**config.mk**
```make
export PLATFORM = sky130hd
export DESIGN_NAME = dot11_tx_sched
export DESIGN_NICKNAME = d
export VERILOG_FILES = /design/src/rtl/dot11_tx_sched_pkg.sv /design/src/rtl/dot11_tx_sched_rr_arbiter.sv /design/src/rtl/dot11_tx_sched.sv
export SDC_FILE = /design/constraint.sdc
export NUM_CORES = 1
export LEC_CHECK = 0
export CORE_MARGIN = 5
export CORE_UTILIZATION = 30
export CTS_BUF_LIST = sky130_fd_sc_hd__clkbuf_8 sky130_fd_sc_hd__clkbuf_16
export DETAILED_ROUTE_END_ITERATION = 10
export PLACE_DENSITY = 0.67
export SETUP_SLACK_MARGIN = 0.2
export SYNTH_ARGS = -nofsm -noshare
export SYNTH_HDL_FRONTEND = slang
export SYNTH_SLANG_ARGS = --single-unit
```
**constraint.sdc**
```tcl
create_clock -name clk -period 8.49 [get_ports clk]
set_input_delay 1.2735 -clock clk [delete_from_list [all_inputs] [get_ports clk]]
set_output_delay 1.2735 -clock clk [all_outputs]
set_load 0.05 [all_outputs]
```
**src/rtl/dot11_tx_sched_pkg.sv**
```systemverilog
// Shared types and helpers for the dot11_tx frame scheduler.
// Optional watchdog is enabled by DOT11_TX_SCHED_WATCHDOG_EN in the top.
package dot11_tx_sched_pkg;

  localparam int unsigned SCRAM_W = 7;

  typedef enum logic [1:0] {
    ST_IDLE,
    ST_START,
    ST_WAIT_DONE,
    ST_GAP
  } sched_state_e;

  localparam logic [SCRAM_W-1:0] LFSR_INIT        = 7'h7F;
  localparam logic [SCRAM_W-1:0] PILOT_SCRAM_INIT = 7'h7F;

  // x^7 + x^4 + 1 Fibonacci step; maximal length, so a non-zero seed never reaches 0
  function automatic logic [SCRAM_W-1:0] lfsr_next(input logic [SCRAM_W-1:0] s);
    return {s[5:0], s[6] ^ s[3]};
  endfunction

endpackage

```
**src/rtl/dot11_tx_sched_rr_arbiter.sv**
```systemverilog
// Combinational round-robin arbiter: first requester at or after ptr, wrapping.
// Shared between the TX and RX schedulers.
module rr_arbiter #(
  parameter int unsigned NUM_Q = 4
) (
  input  logic [NUM_Q-1:0]         req,
  input  logic [$clog2(NUM_Q)-1:0] ptr,
  output logic [NUM_Q-1:0]         gnt,
  output logic [$clog2(NUM_Q)-1:0] gnt_idx
);

  localparam int unsigned IDX_W = $clog2(NUM_Q);

  logic              found;
  int unsigned       k;
  logic [IDX_W-1:0]  k_idx;

  always_comb begin
    gnt     = '0;
    gnt_idx = '0;
    found   = 1'b0;
    k       = 0;
    k_idx   = '0;
    for (int unsigned i = 0; i < NUM_Q; i++) begin
      k     = (32'(ptr) + i) % NUM_Q;
      k_idx = IDX_W'(k);
      if (!found && req[k_idx]) begin
        found      = 1'b1;
        gnt[k_idx] = 1'b1;
        gnt_idx    = k_idx;
      end
    end
  end

endmodule

```
**src/rtl/dot11_tx_sched.sv**
```systemverilog
// Frame scheduler in front of dot11_tx: RR queue grant, BRAM relocation, seed, IFS gap.
// Define DOT11_TX_SCHED_WATCHDOG_EN to abort frames that never report phy_tx_done.
module dot11_tx_sched
  import dot11_tx_sched_pkg::*;
#(
  parameter int unsigned NUM_Q           = 4,
  parameter int unsigned ADDR_W          = 10,
  parameter int unsigned GAP_W           = 16,
  parameter int unsigned WATCHDOG_CYCLES = 65535
) (
  input  logic                      clk,
  input  logic                      rstn,
  input  logic                      enable,
  input  logic [NUM_Q-1:0]          q_req,
  input  logic [NUM_Q*ADDR_W-1:0]   q_base_addr,
  input  logic [GAP_W-1:0]          gap_cycles,
  output logic [NUM_Q-1:0]          q_grant,
  output logic [NUM_Q-1:0]          q_done,
  output logic [NUM_Q-1:0]          q_err,
  output logic                      busy,
  output logic [$clog2(NUM_Q)-1:0]  cur_q,
  output logic                      phy_tx_start,
  input  logic                      phy_tx_started,
  input  logic                      phy_tx_done,
  input  logic [ADDR_W-1:0]         phy_bram_addr,
  output logic [ADDR_W-1:0]         bram_addr,
  output logic [SCRAM_W-1:0]        init_data_scram_state,
  output logic [SCRAM_W-1:0]        init_pilot_scram_state
);

  localparam int unsigned IDX_W = $clog2(NUM_Q);

  sched_state_e       state;
  logic [ADDR_W-1:0]  base_q;
  logic [IDX_W-1:0]   rr_ptr;
  logic [GAP_W-1:0]   gap_cnt;
  logic [NUM_Q-1:0]   arb_gnt;
  logic [IDX_W-1:0]   arb_idx;
  logic [ADDR_W-1:0]  base_arr [NUM_Q];
  logic               launch;
  logic               wd_hit;

  for (genvar i = 0; i < NUM_Q; i++) begin : g_base
    assign base_arr[i] = q_base_addr[i*ADDR_W +: ADDR_W];
  end

  rr_arbiter #(
    .NUM_Q (NUM_Q)
  ) u_arb (
    .req     (q_req),
    .ptr     (rr_ptr),
    .gnt     (arb_gnt),
    .gnt_idx (arb_idx)
  );

  assign launch                 = (state == ST_IDLE) && enable && (|q_req);
  // Relocation stays combinational so the dot11_tx BRAM read path sees no extra cycle
  assign bram_addr              = base_q + phy_bram_addr;
  assign init_pilot_scram_state = PILOT_SCRAM_INIT;

`ifdef DOT11_TX_SCHED_WATCHDOG_EN
  localparam int unsigned WD_W = $clog2(WATCHDOG_CYCLES + 1);

  logic [WD_W-1:0] wd_cnt;

  assign wd_hit = (wd_cnt == WD_W'(WATCHDOG_CYCLES - 1));

  // Cycles spent in START/WAIT_DONE since the last grant
  always_ff @(posedge clk or negedge rstn) begin
    if (!rstn) begin
      wd_cnt <= '0;
    end else if (launch) begin
      wd_cnt <= '0;
    end else if (state == ST_START || state == ST_WAIT_DONE) begin
      wd_cnt <= wd_cnt + WD_W'(1);
    end
  end
`else
  assign wd_hit = 1'b0;
`endif

  always_ff @(posedge clk or negedge rstn) begin
    if (!rstn) begin
      state                 <= ST_IDLE;
      base_q                <= '0;
      rr_ptr                <= '0;
      gap_cnt               <= '0;
      cur_q                 <= '0;
      q_grant               <= '0;
      q_done                <= '0;
      q_err                 <= '0;
      busy                  <= 1'b0;
      phy_tx_start          <= 1'b0;
      init_data_scram_state <= LFSR_INIT;
    end else begin
      q_grant <= '0;
      q_done  <= '0;
      q_err   <= '0;
      case (state)
        ST_IDLE: begin
          if (launch) begin
            base_q       <= base_arr[arb_idx];
            cur_q        <= arb_idx;
            q_grant      <= arb_gnt;
            rr_ptr       <= (arb_idx == IDX_W'(NUM_Q - 1)) ? '0 : arb_idx + IDX_W'(1);
            phy_tx_start <= 1'b1;
            busy         <= 1'b1;
            state        <= ST_START;
          end
        end
        // done outranks started and the watchdog, even while still in START
        ST_START, ST_WAIT_DONE: begin
          if (phy_tx_done) begin
            q_done                <= NUM_Q'(1) << cur_q;
            init_data_scram_state <= lfsr_next(init_data_scram_state);
            gap_cnt               <= gap_cycles;
            phy_tx_start          <= 1'b0;
            state                 <= ST_GAP;
          end else if (wd_hit) begin
            q_err        <= NUM_Q'(1) << cur_q;
            gap_cnt      <= gap_cycles;
            phy_tx_start <= 1'b0;
            state        <= ST_GAP;
          end else if (state == ST_START && phy_tx_started) begin
            phy_tx_start <= 1'b0;
            state        <= ST_WAIT_DONE;
          end
        end
        ST_GAP: begin
          if (gap_cnt == '0) begin
            busy  <= 1'b0;
            state <= ST_IDLE;
          end else begin
            gap_cnt <= gap_cnt - GAP_W'(1);
          end
        end
        default: begin
          busy         <= 1'b0;
          phy_tx_start <= 1'b0;
          state        <= ST_IDLE;
        end
      endcase
    end
  end

endmodule

```
==> results.ini <==
[floorplan]
die_area_sq_mm=0.0138
row_count=39
coreArea_sq_mm=0.0114
die_height_um=117
pin_count=115
die_w_um=117
initial_core_util_pct=30.5

[route]
via_per_inst=5.17
wl_mm=9.39
antenna_left=0
wl_per_cell_um=15.5
first_pass_iters=4
drt_iter0_drc=141
remaining_drc_errors=0
route.vias.total=3136

[clock_tree]
clock-sinks=49
clk_latency_ps=280
h-tree-depth=2
clk_path_buf_depth=2
cts_tree=yes
cts_resized=0
ctsHoldBuffers=0
cts_buffers=5
clk_pin_slew_ps=60
cts-root-buf=clkbuf_16
cts_setup_buffers=0

[min_path]
min_from=init_data_scram_state[0]$_DFFE_PN1P_
hold_depth=2
holdPathEnd=init_data_scram_state[0]$_DFFE_PN1P_
hold_path_class=reg2reg

[critical_path]
crit_path_end_kind=primary output
path_class=in2out
crit_fanout=3
r2r-end=base_q[5]$_DFFE_PN0P_
cpMostUsedCell=clkdlybuf4s50_1
critPathRequiredTime_ps=7220
slowest_stage=clkdlybuf4s50_1
worst_ep_arrival_time_ps=4160
cpPeakStageDelay_ps=720
r2r_cells=8
cp-start-kind=input pin
r2r-start=rr_ptr[0]$_DFFE_PN0P_
cp_top_family=compound AO/OA/AOI/OAI gates
reg2reg_slack_ps=5040
path_buf_inv=2
worstPathCellList=clkdlybuf4s50_1 -> ha_1 -> a21o_1 -> a21oi_1 -> o21bai_1 -> a2111o_1 -> a2111oi_0 -> nor3b_1 -> clkdlybuf4s50_1

[logic_synthesis]
synthSimpleGateAreaFrac_pct=15.8
synthCells=367
ys_seq_area_share_pct=35.7
yosysMostFrequentCell=dfrtp_1
synthTopCellsByCount=dfrtp_1 (42), nand2_1 (37), nor2_1 (28)
yosys.area_share.xor_xnor_pct=2.53
synth_edf_count=0
synth_compound_area_share_pct=19.8
ys_types=64
async_reset_ff_share_pct=100
synth-adder-area-share_pct=8.53
synth_top_cell_by_area=dfrtp_1
synth.avg_cell_area_sq_um=9.44
synth.cell_area_sq_mm=0.00346
synth_area_leaders=dfrtp_1 (30%), ha_1 (7.9%), mux2i_1 (6.9%)
yosys_warnings=0
ys.flop_type=dfrtp_1
synth_seq_cells=49
synth_top_area_share_pct=30.3
synthMuxAreaShare_pct=11.5
synth_top_family_by_area=compound AO/OA/AOI/OAI gates

[sta]
fin_hold_ws_ps=487
rsz0062_at_grt=no
timing.fmax_mhz=184
tightest_slew_ps=785
setup_viol=0
layout_min_cycle_time_ps=5430
fin_ws_ps=3060
finalHoldViolCount=0
skew_ps=6.58
slew_violations=0
timing.setup.tns_ps=0
max-slew-margin-rel_pct=47.2
timing.final.crit_share_pct=64.0

[placed_design]
place_ws_ps=3030
dp_hpwl_mm=7.34
io_buffers=103
place_inst=598
placed_area_sq_mm=0.00456
place_congestion=0.855

[power]
seqPwrFrac_pct=23.8
switching_share_pct=49.7
pwr-share-clk_pct=11.1
ir_drop_mv=0.233
p_leak_nw=1.96
p_sw_uw=853
power_mw=1.71
combPwrFrac_pct=65.1
intPower_uw=862
p_per_area_mw_per_mm2=365

[global_route]
antenna_found_initial=0
grt_pass1_wl_mm=15.5
first_global_vias=3162
groute.usage.overall_pct=13.0
grt_max_degree=50
grt.overflow.total=0

[job]
maxCapViolations=0

[cells_and_area]
nets=560
syn2layout_area_growth_pct=35.7
stdcell_area_sq_mm=0.00470
final_cells=606
post-route-util_pct=41.3
diodes=0
final_layout_size_suffix_gt1_share_pct=8.42

[outcome]
status=finished, final reports clean

[worst register-to-register path, stage by stage, from the launching register on]
cell      delay, ps
dfrtp_1         720
inv_1           260
ha_1            500
mux4_2          430
and2b_2         310
o21ai_2         100
nand2_2         530
mux2i_1         320
o221ai_1        150
[layer usage]
metal	part of all wire, %	global-route usage [%]	vias up	routed length, um
li1	-	-	1529	-
met1	42	16.5	1510	3940
met2	52	22.7	87	4870
met3	4.7	2.26	10	437
met4	1.5	3.48	0	143
met5	0	0	-	0
[cells by family after synthesis]
family | Yosys count
compound gates | 98
xor+xnor | 10
fa+ha+maj | 23
buf+inv | 38
flops | 49
mux | 35
other cells | 2
simple gates | 112
[power groups by stage]
stage / Clock (mW) / Combinational, mW / Sequential (mW)
final: 0.190 / 1.12 / 0.409
after global routing: 0.206 / 1.21 / 0.421
after CTS: 0.195 / 1.12 / 0.408
after detailed placement: 0 / 1.12 / 0.412
after global placement: 0 / 1.10 / 0.408
after floorplan: 0 / 0.817 / 0.426
[worst max path at each step]
stage / startpoint / to / slack [ps] / cells past startpoint
after global routing: phy_bram_addr[1] / bram_addr[9] / 2890 / 9
after floorplan: phy_bram_addr[1] / bram_addr[9] / 3580 / 7
final: phy_bram_addr[1] / bram_addr[9] / 3060 / 9
after detailed placement: phy_bram_addr[1] / bram_addr[9] / 3030 / 9
after global placement: phy_bram_addr[1] / bram_addr[9] / 3060 / 9
after CTS: phy_bram_addr[1] / bram_addr[9] / 3040 / 9
[final cells by class]
type,count,area (sq um)
fillers,1102,6670
multi-input cells,289,2060
flip-flops and latches,49,1230
repair buffers,105,1040
well taps,143,179
clock buffers,5,125
inverters,12,45.0
clock inverters,3,13.8
[placed cells by master, fill, tap and decap left out, drive strengths merged, types with 5 or more instances in the layout]
cell | netlist | layout
nor3 | 9 | 9
a21oi | 22 | 22
o311ai | 5 | 5
mux2 | 8 | 8
clkbuf | 9 | 5
o21ai | 19 | 19
nor2 | 28 | 28
nand2 | 38 | 38
a221oi | 6 | 6
o221ai | 9 | 9
nor4 | 5 | 5
inv | 12 | 13
ha | 22 | 22
conb | 2 | 11
and3 | 5 | 5
mux2i | 24 | 24
dfstp | 7 | 7
clkdlybuf4s50 | 0 | 102
dfrtp | 42 | 42
nand3 | 7 | 7
a22oi | 5 | 5
xnor2 | 6 | 6
[state kept, by name, indices dropped and copies added (netlist names)]
register               flops
base_q                    10
init_data_scram_state      7
busy                       1
phy_tx_start               1
gap_cnt                   16
state                      2
q_grant                    4
cur_q                      2
q_done                     4
rr_ptr                     2
Power figures use the tool's default switching activity.
